File: src/rtl/tau_pkg.sv
// Shared definitions for the RV32I decode stage: widths, base opcodes and
// the immediate-format selector used between the decoder and decode_imm_gen.
package tau_pkg;

  localparam int XLEN  = 32;
  localparam int REG_W = 5;
  localparam int NREGS = 32;

  // RV32I base opcodes (instr[6:0])
  localparam logic [6:0] OPC_LUI      = 7'b0110111;
  localparam logic [6:0] OPC_AUIPC    = 7'b0010111;
  localparam logic [6:0] OPC_JAL      = 7'b1101111;
  localparam logic [6:0] OPC_JALR     = 7'b1100111;
  localparam logic [6:0] OPC_BRANCH   = 7'b1100011;
  localparam logic [6:0] OPC_LOAD     = 7'b0000011;
  localparam logic [6:0] OPC_STORE    = 7'b0100011;
  localparam logic [6:0] OPC_OP_IMM   = 7'b0010011;
  localparam logic [6:0] OPC_OP       = 7'b0110011;
  localparam logic [6:0] OPC_MISC_MEM = 7'b0001111;
  localparam logic [6:0] OPC_SYSTEM   = 7'b1110011;

  typedef enum logic [2:0] {
    IMM_I = 3'd0,
    IMM_S = 3'd1,
    IMM_B = 3'd2,
    IMM_U = 3'd3,
    IMM_J = 3'd4
  } imm_fmt_e;

endpackage

File: src/rtl/decode_imm_gen.sv
// Combinational immediate generator: rebuilds the sign-extended 32-bit
// immediate for the selected RV32I format. instr[6:0] is never part of an
// immediate, so only instr[31:7] is taken.
module decode_imm_gen
  import tau_pkg::*;
(
  input  logic [31:7]     i_instr,
  input  imm_fmt_e        i_fmt,
  output logic [XLEN-1:0] o_imm
);

  logic w_sign;
  assign w_sign = i_instr[31];

  // Select immediate bit layout by format
  always_comb begin
    o_imm = '0;
    case (i_fmt)
      IMM_I: o_imm = {{20{w_sign}}, i_instr[31:20]};
      IMM_S: o_imm = {{20{w_sign}}, i_instr[31:25], i_instr[11:7]};
      IMM_B: o_imm = {{19{w_sign}}, i_instr[31], i_instr[7], i_instr[30:25],
                      i_instr[11:8], 1'b0};
      IMM_U: o_imm = {i_instr[31:12], 12'b0};
      IMM_J: o_imm = {{11{w_sign}}, i_instr[31], i_instr[19:12], i_instr[20],
                      i_instr[30:21], 1'b0};
      default: o_imm = '0;
    endcase
  end

endmodule

File: src/rtl/decode_stage.sv
// RV32I decode stage: decodes one instruction into a single output pipeline
// register and tracks in-flight destination registers in a busy scoreboard
// that blocks issue on RAW/WAW hazards until writeback retires them.
// Optional build macro DECODE_STALL_CNT_EN adds the stall_cnt port/counter.
//
// Handshake: a transfer happens on a rising edge where valid & ready are both
// high. in_ready never depends on in_valid; once out_valid is high the output
// fields hold until out_ready is seen (or flush discards them).
module decode_stage
  import tau_pkg::*;
#(
  parameter int XLEN_P  = 32,
  parameter int NREGS_P = 32
) (
  input  logic                clk,
  input  logic                rst_n,
  input  logic                in_valid,
  output logic                in_ready,
  input  logic [31:0]         in_instr,
  input  logic [XLEN_P-1:0]   in_pc,
  output logic                out_valid,
  input  logic                out_ready,
  output logic [XLEN_P-1:0]   out_pc,
  output logic [REG_W-1:0]    out_rs1,
  output logic [REG_W-1:0]    out_rs2,
  output logic [REG_W-1:0]    out_rd,
  output logic                out_rd_we,
  output logic [XLEN_P-1:0]   out_imm,
  output logic [6:0]          out_opcode,
  output logic [2:0]          out_funct3,
  output logic [6:0]          out_funct7,
  output logic                out_illegal,
  input  logic                wb_valid,
  input  logic [REG_W-1:0]    wb_rd,
  input  logic                flush
`ifdef DECODE_STALL_CNT_EN
  ,
  output logic [31:0]         stall_cnt
`endif
);

  logic [NREGS_P-1:0] r_busy;
  logic [NREGS_P-1:0] w_busy_nxt;

  logic [6:0]       w_opcode;
  logic [REG_W-1:0] w_rs1_idx;
  logic [REG_W-1:0] w_rs2_idx;
  logic [REG_W-1:0] w_rd_idx;
  logic             w_use_rs1;
  logic             w_use_rs2;
  logic             w_wr_rd;
  logic             w_illegal;
  imm_fmt_e         w_fmt;
  logic [XLEN-1:0]  w_imm;
  logic [REG_W-1:0] w_rs1;
  logic [REG_W-1:0] w_rs2;
  logic             w_rd_we;
  logic             w_hazard;
  logic             w_accept;

  assign w_opcode  = in_instr[6:0];
  assign w_rs1_idx = in_instr[19:15];
  assign w_rs2_idx = in_instr[24:20];
  assign w_rd_idx  = in_instr[11:7];

  // Opcode classification: which fields are read/written and immediate format
  always_comb begin
    w_use_rs1 = 1'b0;
    w_use_rs2 = 1'b0;
    w_wr_rd   = 1'b0;
    w_illegal = 1'b0;
    w_fmt     = IMM_I;
    case (w_opcode)
      OPC_LUI:      begin w_wr_rd = 1'b1; w_fmt = IMM_U; end
      OPC_AUIPC:    begin w_wr_rd = 1'b1; w_fmt = IMM_U; end
      OPC_JAL:      begin w_wr_rd = 1'b1; w_fmt = IMM_J; end
      OPC_JALR:     begin w_use_rs1 = 1'b1; w_wr_rd = 1'b1; w_fmt = IMM_I; end
      OPC_BRANCH:   begin w_use_rs1 = 1'b1; w_use_rs2 = 1'b1; w_fmt = IMM_B; end
      OPC_LOAD:     begin w_use_rs1 = 1'b1; w_wr_rd = 1'b1; w_fmt = IMM_I; end
      OPC_STORE:    begin w_use_rs1 = 1'b1; w_use_rs2 = 1'b1; w_fmt = IMM_S; end
      OPC_OP_IMM:   begin w_use_rs1 = 1'b1; w_wr_rd = 1'b1; w_fmt = IMM_I; end
      OPC_OP:       begin w_use_rs1 = 1'b1; w_use_rs2 = 1'b1; w_wr_rd = 1'b1; end
      OPC_MISC_MEM: w_fmt = IMM_I;
      OPC_SYSTEM:   w_fmt = IMM_I;
      default:      w_illegal = 1'b1;
    endcase
  end

  decode_imm_gen u_imm_gen (
    .i_instr (in_instr[31:7]),
    .i_fmt   (w_fmt),
    .o_imm   (w_imm)
  );

  // Unused source indices read as x0; writes to x0 never mark anything busy
  assign w_rs1   = w_use_rs1 ? w_rs1_idx : '0;
  assign w_rs2   = w_use_rs2 ? w_rs2_idx : '0;
  assign w_rd_we = w_wr_rd & (w_rd_idx != '0);

  assign w_hazard = (w_use_rs1 & r_busy[w_rs1]) |
                    (w_use_rs2 & r_busy[w_rs2]) |
                    (w_rd_we   & r_busy[w_rd_idx]);

  assign in_ready = (~out_valid | out_ready) & ~w_hazard & ~flush;
  assign w_accept = in_valid & in_ready;

  // Scoreboard next state: clears from writeback and flush, then set on accept.
  // A set never collides with a clear of the same index (WAW blocks accept),
  // and accept cannot happen during flush.
  always_comb begin
    w_busy_nxt = r_busy;
    if (wb_valid && (wb_rd != '0))
      w_busy_nxt[wb_rd] = 1'b0;
    if (flush && out_valid && out_rd_we)
      w_busy_nxt[out_rd] = 1'b0;
    if (w_accept && w_rd_we)
      w_busy_nxt[w_rd_idx] = 1'b1;
    w_busy_nxt[0] = 1'b0;
  end

  // Scoreboard register
  always_ff @(posedge clk or negedge rst_n) begin
    if (!rst_n) r_busy <= '0;
    else        r_busy <= w_busy_nxt;
  end

  // Output valid: flush wins, accept loads, consumption empties
  always_ff @(posedge clk or negedge rst_n) begin
    if (!rst_n)             out_valid <= 1'b0;
    else if (flush)         out_valid <= 1'b0;
    else if (w_accept)      out_valid <= 1'b1;
    else if (out_ready)     out_valid <= 1'b0;
  end

  // Output payload: loaded only on accept, otherwise held
  always_ff @(posedge clk or negedge rst_n) begin
    if (!rst_n) begin
      out_pc      <= '0;
      out_rs1     <= '0;
      out_rs2     <= '0;
      out_rd      <= '0;
      out_rd_we   <= 1'b0;
      out_imm     <= '0;
      out_opcode  <= '0;
      out_funct3  <= '0;
      out_funct7  <= '0;
      out_illegal <= 1'b0;
    end else if (w_accept) begin
      out_pc      <= in_pc;
      out_rs1     <= w_rs1;
      out_rs2     <= w_rs2;
      out_rd      <= w_rd_idx;
      out_rd_we   <= w_rd_we;
      out_imm     <= w_imm;
      out_opcode  <= w_opcode;
      out_funct3  <= in_instr[14:12];
      out_funct7  <= in_instr[31:25];
      out_illegal <= w_illegal;
    end
  end

`ifdef DECODE_STALL_CNT_EN
  // Saturating count of cycles an offered instruction is held by a hazard
  always_ff @(posedge clk or negedge rst_n) begin
    if (!rst_n)
      stall_cnt <= '0;
    else if (in_valid && w_hazard && !flush && (stall_cnt != 32'hFFFF_FFFF))
      stall_cnt <= stall_cnt + 32'd1;
  end
`endif

endmodule
File: config.mk
export PLATFORM = sky130hd
export DESIGN_NAME = decode_stage
export DESIGN_NICKNAME = d
export VERILOG_FILES = /design/src/rtl/tau_pkg.sv /design/src/rtl/decode_imm_gen.sv /design/src/rtl/decode_stage.sv
export SDC_FILE = /design/constraint.sdc
export NUM_CORES = 1
export LEC_CHECK = 0
export ABC_AREA = 1
export CORE_MARGIN = 5
export CORE_UTILIZATION = 54
export CTS_CLUSTER_SIZE = 40
export DETAILED_ROUTE_END_ITERATION = 10
export PLACE_DENSITY = 0.87
export SLEW_MARGIN = 20
export SYNTH_ARGS = -nofsm -noshare
export SYNTH_HDL_FRONTEND = slang
export SYNTH_SLANG_ARGS = --single-unit
export TNS_END_PERCENT = 30
File: constraint.sdc
create_clock -name clk -period 7.75 [get_ports clk]
set_clock_uncertainty 0.1 [all_clocks]
set_input_delay 1.9375 -clock clk [delete_from_list [all_inputs] [get_ports clk]]
set_output_delay 1.9375 -clock clk [all_outputs]
set_load 0.01 [all_outputs]
==> results by group <==
Detailed routing
  – Antenna-violating nets left: 0
  – DRC Markers: 0
  – Wire length per cell after detailed routing: 18.3 µm
  – Total Routed Length: 23400 µm
  – Via count: 7466
  – Total iterations of the first detailed-routing run: 8
  – DRT iter0 DRCs: 979
  – Routed vias/inst: 5.83

Layout
  – Proportion of layout cells with a drive suffix above 1: 4.69%
  – # nets final: 1171
  – Area taken by multi-input logic gates: 3220 µm²
  – Most common library cell in the layout ignoring fill and taps: nand2_1
  – Sequential cell area: 3250 µm²
  – Cell area after layout: 9350 µm²
  – Area growth syn-to-layout: 33.0%
  – Final design utilization: 73.5%
  – Filler instances: 1008
  – Antenna cells: 0
  – Commonest cells after routing, fill and taps aside: nand2_1, clkdlybuf4s50_1, dfrtp_1, nand3_1, nor2_1

Critical path
  – Most used cell along the critical path: nand3_1
  – Critical Path Source Type: input port
  – Crit Path Class: input port to output port
  – Largest stage delay, worst path: 0.55 ns
  – Crit end category: output port
  – Data required time of the critical path: 5.71 ns
  – Slowest-stage cell, CP: clkdlybuf4s50_1
  – Arrival @ worst endpoint: 4.86 ns
  – Critical path, cell by cell: clkdlybuf4s50_1 -> nand2_1 -> nor2_1 -> o21ai_1 -> nand3_2 -> nand2_2 -> inv_1 -> nand3_1 -> nand3_1 -> nand3_1 -> nand3_1 -> nand2_1 -> nor2_4 -> clkdlybuf4s50_1
  – Peak fanout along the critical path: 13

CTS
  – TritonCTS clock tree: built
  – Post-CTS Setup Repair Bufs: 0
  – Deepest clock path buffer count: 2
  – TritonCTS buffer count: 17
  – H-tree depth: 4
  – Register clock-pin slew on the reported worst setup and hold paths: 0.05 ns
  – Number of clock sinks seen by CTS: 130
  – Post-CTS resize count: 0
  – Count of hold buffers inserted by post-cts repair: 0
  – Clock latency on the worst-skew pair: 0.42 ns
  – CTS Root Cell: clkbuf_16

Power and ir drop
  – Cell internal pwr: 1.50 mW
  – Part of the total power dissipated in sequential elements: 39.6%
  – Total net switching power: 0.625 mW
  – Sw Ratio: 29.4%
  – Cell Pwr Density: 228 nW/µm²
  – Total power consumption of the routed design: 2.13 mW
  – Fraction of power consumed by combinational cells: 24.4%
  – Part of the total power dissipated in the clock network: 36.0%
  – Max VDD drop: 0.000146 V
  – Leakage power figure: 4.42 nW

Placed design
  – Count of buffers from port buffering: 174
  – Area of placed instances: 8790 µm²
  – RD Place Congestion: 1.05
  – Half-perimeter wire length of the detailed placement result: 16700 µm

STA
  – Tightest hold margin: 0.367 ns
  – Worst max-slew margin expressed relative to the limit: 39.3%
  – Setup repair after global routing missed its margin: no
  – Total count of hold-check failures in the final report: 0
  – Period utilization: 89.0%
  – Final critical path time including I/O delays and setup: 6.90 ns
  – Total negative slack for setup checks: 0 ns
  – Setup Viol. Count Final: 0
  – Transition at the pin with the smallest max-transition slack: 0.910 ns
  – FMAX: 145 MHz
  – Max-slew violation count: 0

Floorplanning
  – Standard-cell row count: 41
  – Die Wd: 124 µm
  – Core footprint: 12700 µm²
  – Die Height: 124 µm
  – Starting Density: 55.3%
  – Top-level I/O count: 175
  – Total die area: 15400 µm²

Logic synthesis
  – Average size of a mapped cell: 7.44 µm²
  – Syn_nets: 1020
  – Summed instance area of the synthesized netlist: 7040 µm²
  – Flip-flop and latch count after synthesis: 130
  – Cell variety after synth: 30
  – Part of the Yosys area used for sequential elements: 46.2%
  – Ys Warns: 0
  – Gate count after technology mapping: 945

Global route
  – Global-route total usage across every layer: 30.7%
  – Pin count of the biggest net entering global routing: 81
  – Via count of the first global-routing pass: 6924
  – Initial antenna violation count: 0
  – Wire length of the first global-routing pass: 36400 µm
  – GR Overflow Total: 0

Hold path
  – Worst hold path class: flip-flop to flip-flop

Run
  – # Max-Cap Violations: 0

Outcome
  – Outcome: finished, final reports clean
state kept, by name, summed over array words and instances, names as in the netlist:
| register | cells |
|---|---|
| out_pc | 32 |
| out_funct3 | 3 |
| r_busy | 31 |
| out_rd_we | 1 |
| out_rs1 | 5 |
| out_opcode | 7 |
| out_funct7 | 7 |
| out_rd | 5 |
| out_rs2 | 5 |
| out_imm | 32 |
| out_illegal | 1 |
| out_valid | 1 |
final cells by class:
cell class | count | share of cell area (%)
clock buffer | 22 | 4.86
clock inverter | 9 | 1.16
inverter | 83 | 3.33
multi-input combinational | 683 | 34.5
sequential | 130 | 34.8
tap | 172 | 2.30
timing repair buffer | 181 | 19.1
stage by stage:
step | std cells | setup WS (ns)
6_report | 1280 | 0.852
3_3_place_gp | 1249 | 0.907
5_1_grt | 1280 | 0.558
4_1_cts | 1280 | 0.879
3_5_place_dp | 1249 | 0.889
2_1_floorplan | 945 | 2.22
synth_stat cells, drive strengths merged:
cell type  number  area, µm²
a21oi          17        100
a221oi          1       8.76
a22oi           2       15.0
a31oi           7       43.8
buf            32        190
clkbuf         17       63.8
dfrtp         130       3250
inv            83        312
nand2         276       1060
nand3         113        576
nand4          40        250
nor2           90        350
nor3           30        150
o2111ai         2       17.5
o211ai          7       52.6
o21ai          63        315
o221ai         24        210
o22ai          11       68.8
per-layer routing:
| metal | track usage, % | up-vias | routed length (µm) |
|---|---|---|---|
| li1 | - | 3494 | - |
| met1 | 41.2 | 3430 | 9230 |
| met2 | 46.7 | 458 | 10700 |
| met3 | 7.86 | 84 | 2570 |
| met4 | 14.3 | 0 | 866 |
| met5 | 0 | - | 0 |
final timing paths:
| check | startpoint | end | slack (ns) | cells past startpoint |
|---|---|---|---|---|
| max reg2reg | r_busy[15] | out_imm[14] | 4.89 | 15 |
| max in group asynchronous | rst_n | out_pc[12] | 4.70 | 2 |
| min in group asynchronous | rst_n | out_imm[0] | 1.48 | 1 |
| min reg2reg | out_pc[16] | out_pc[16] | 0.37 | 2 |
| max | in_instr[0] | in_ready | 0.85 | 14 |
| min | out_pc[16] | out_pc[16] | 0.37 | 2 |
power groups by stage:
| stage | clock [mW] | sequential, mW | combinational, mW |
|---|---|---|---|
| 2_1_floorplan | 0 | 0.885 | 0.179 |
| 3_3_place_gp | 0 | 0.851 | 0.509 |
| 3_5_place_dp | 0 | 0.852 | 0.518 |
| 4_1_cts | 0.776 | 0.842 | 0.521 |
| 5_1_grt | 0.806 | 0.855 | 0.567 |
| 6_report | 0.766 | 0.844 | 0.519 |
cell families (layout without fill, tap and decap cells):
kind of cell,after synthesis,in the layout,share of synthesized area (%)
AOI/OAI and AO/OA,134,134,11.8
buffers and inverters,132,295,8.04
DFF,130,130,46.2
and+or+nand+nor,549,549,33.9
critical path, delay by kind of cell:
| family | cells | cell delay [ns] |
|---|---|---|
| buf+inv | 3 | 1.22 |
| simple gates | 10 | 1.47 |
| compound gates | 1 | 0.20 |
Power figures use the tool's default switching activity.
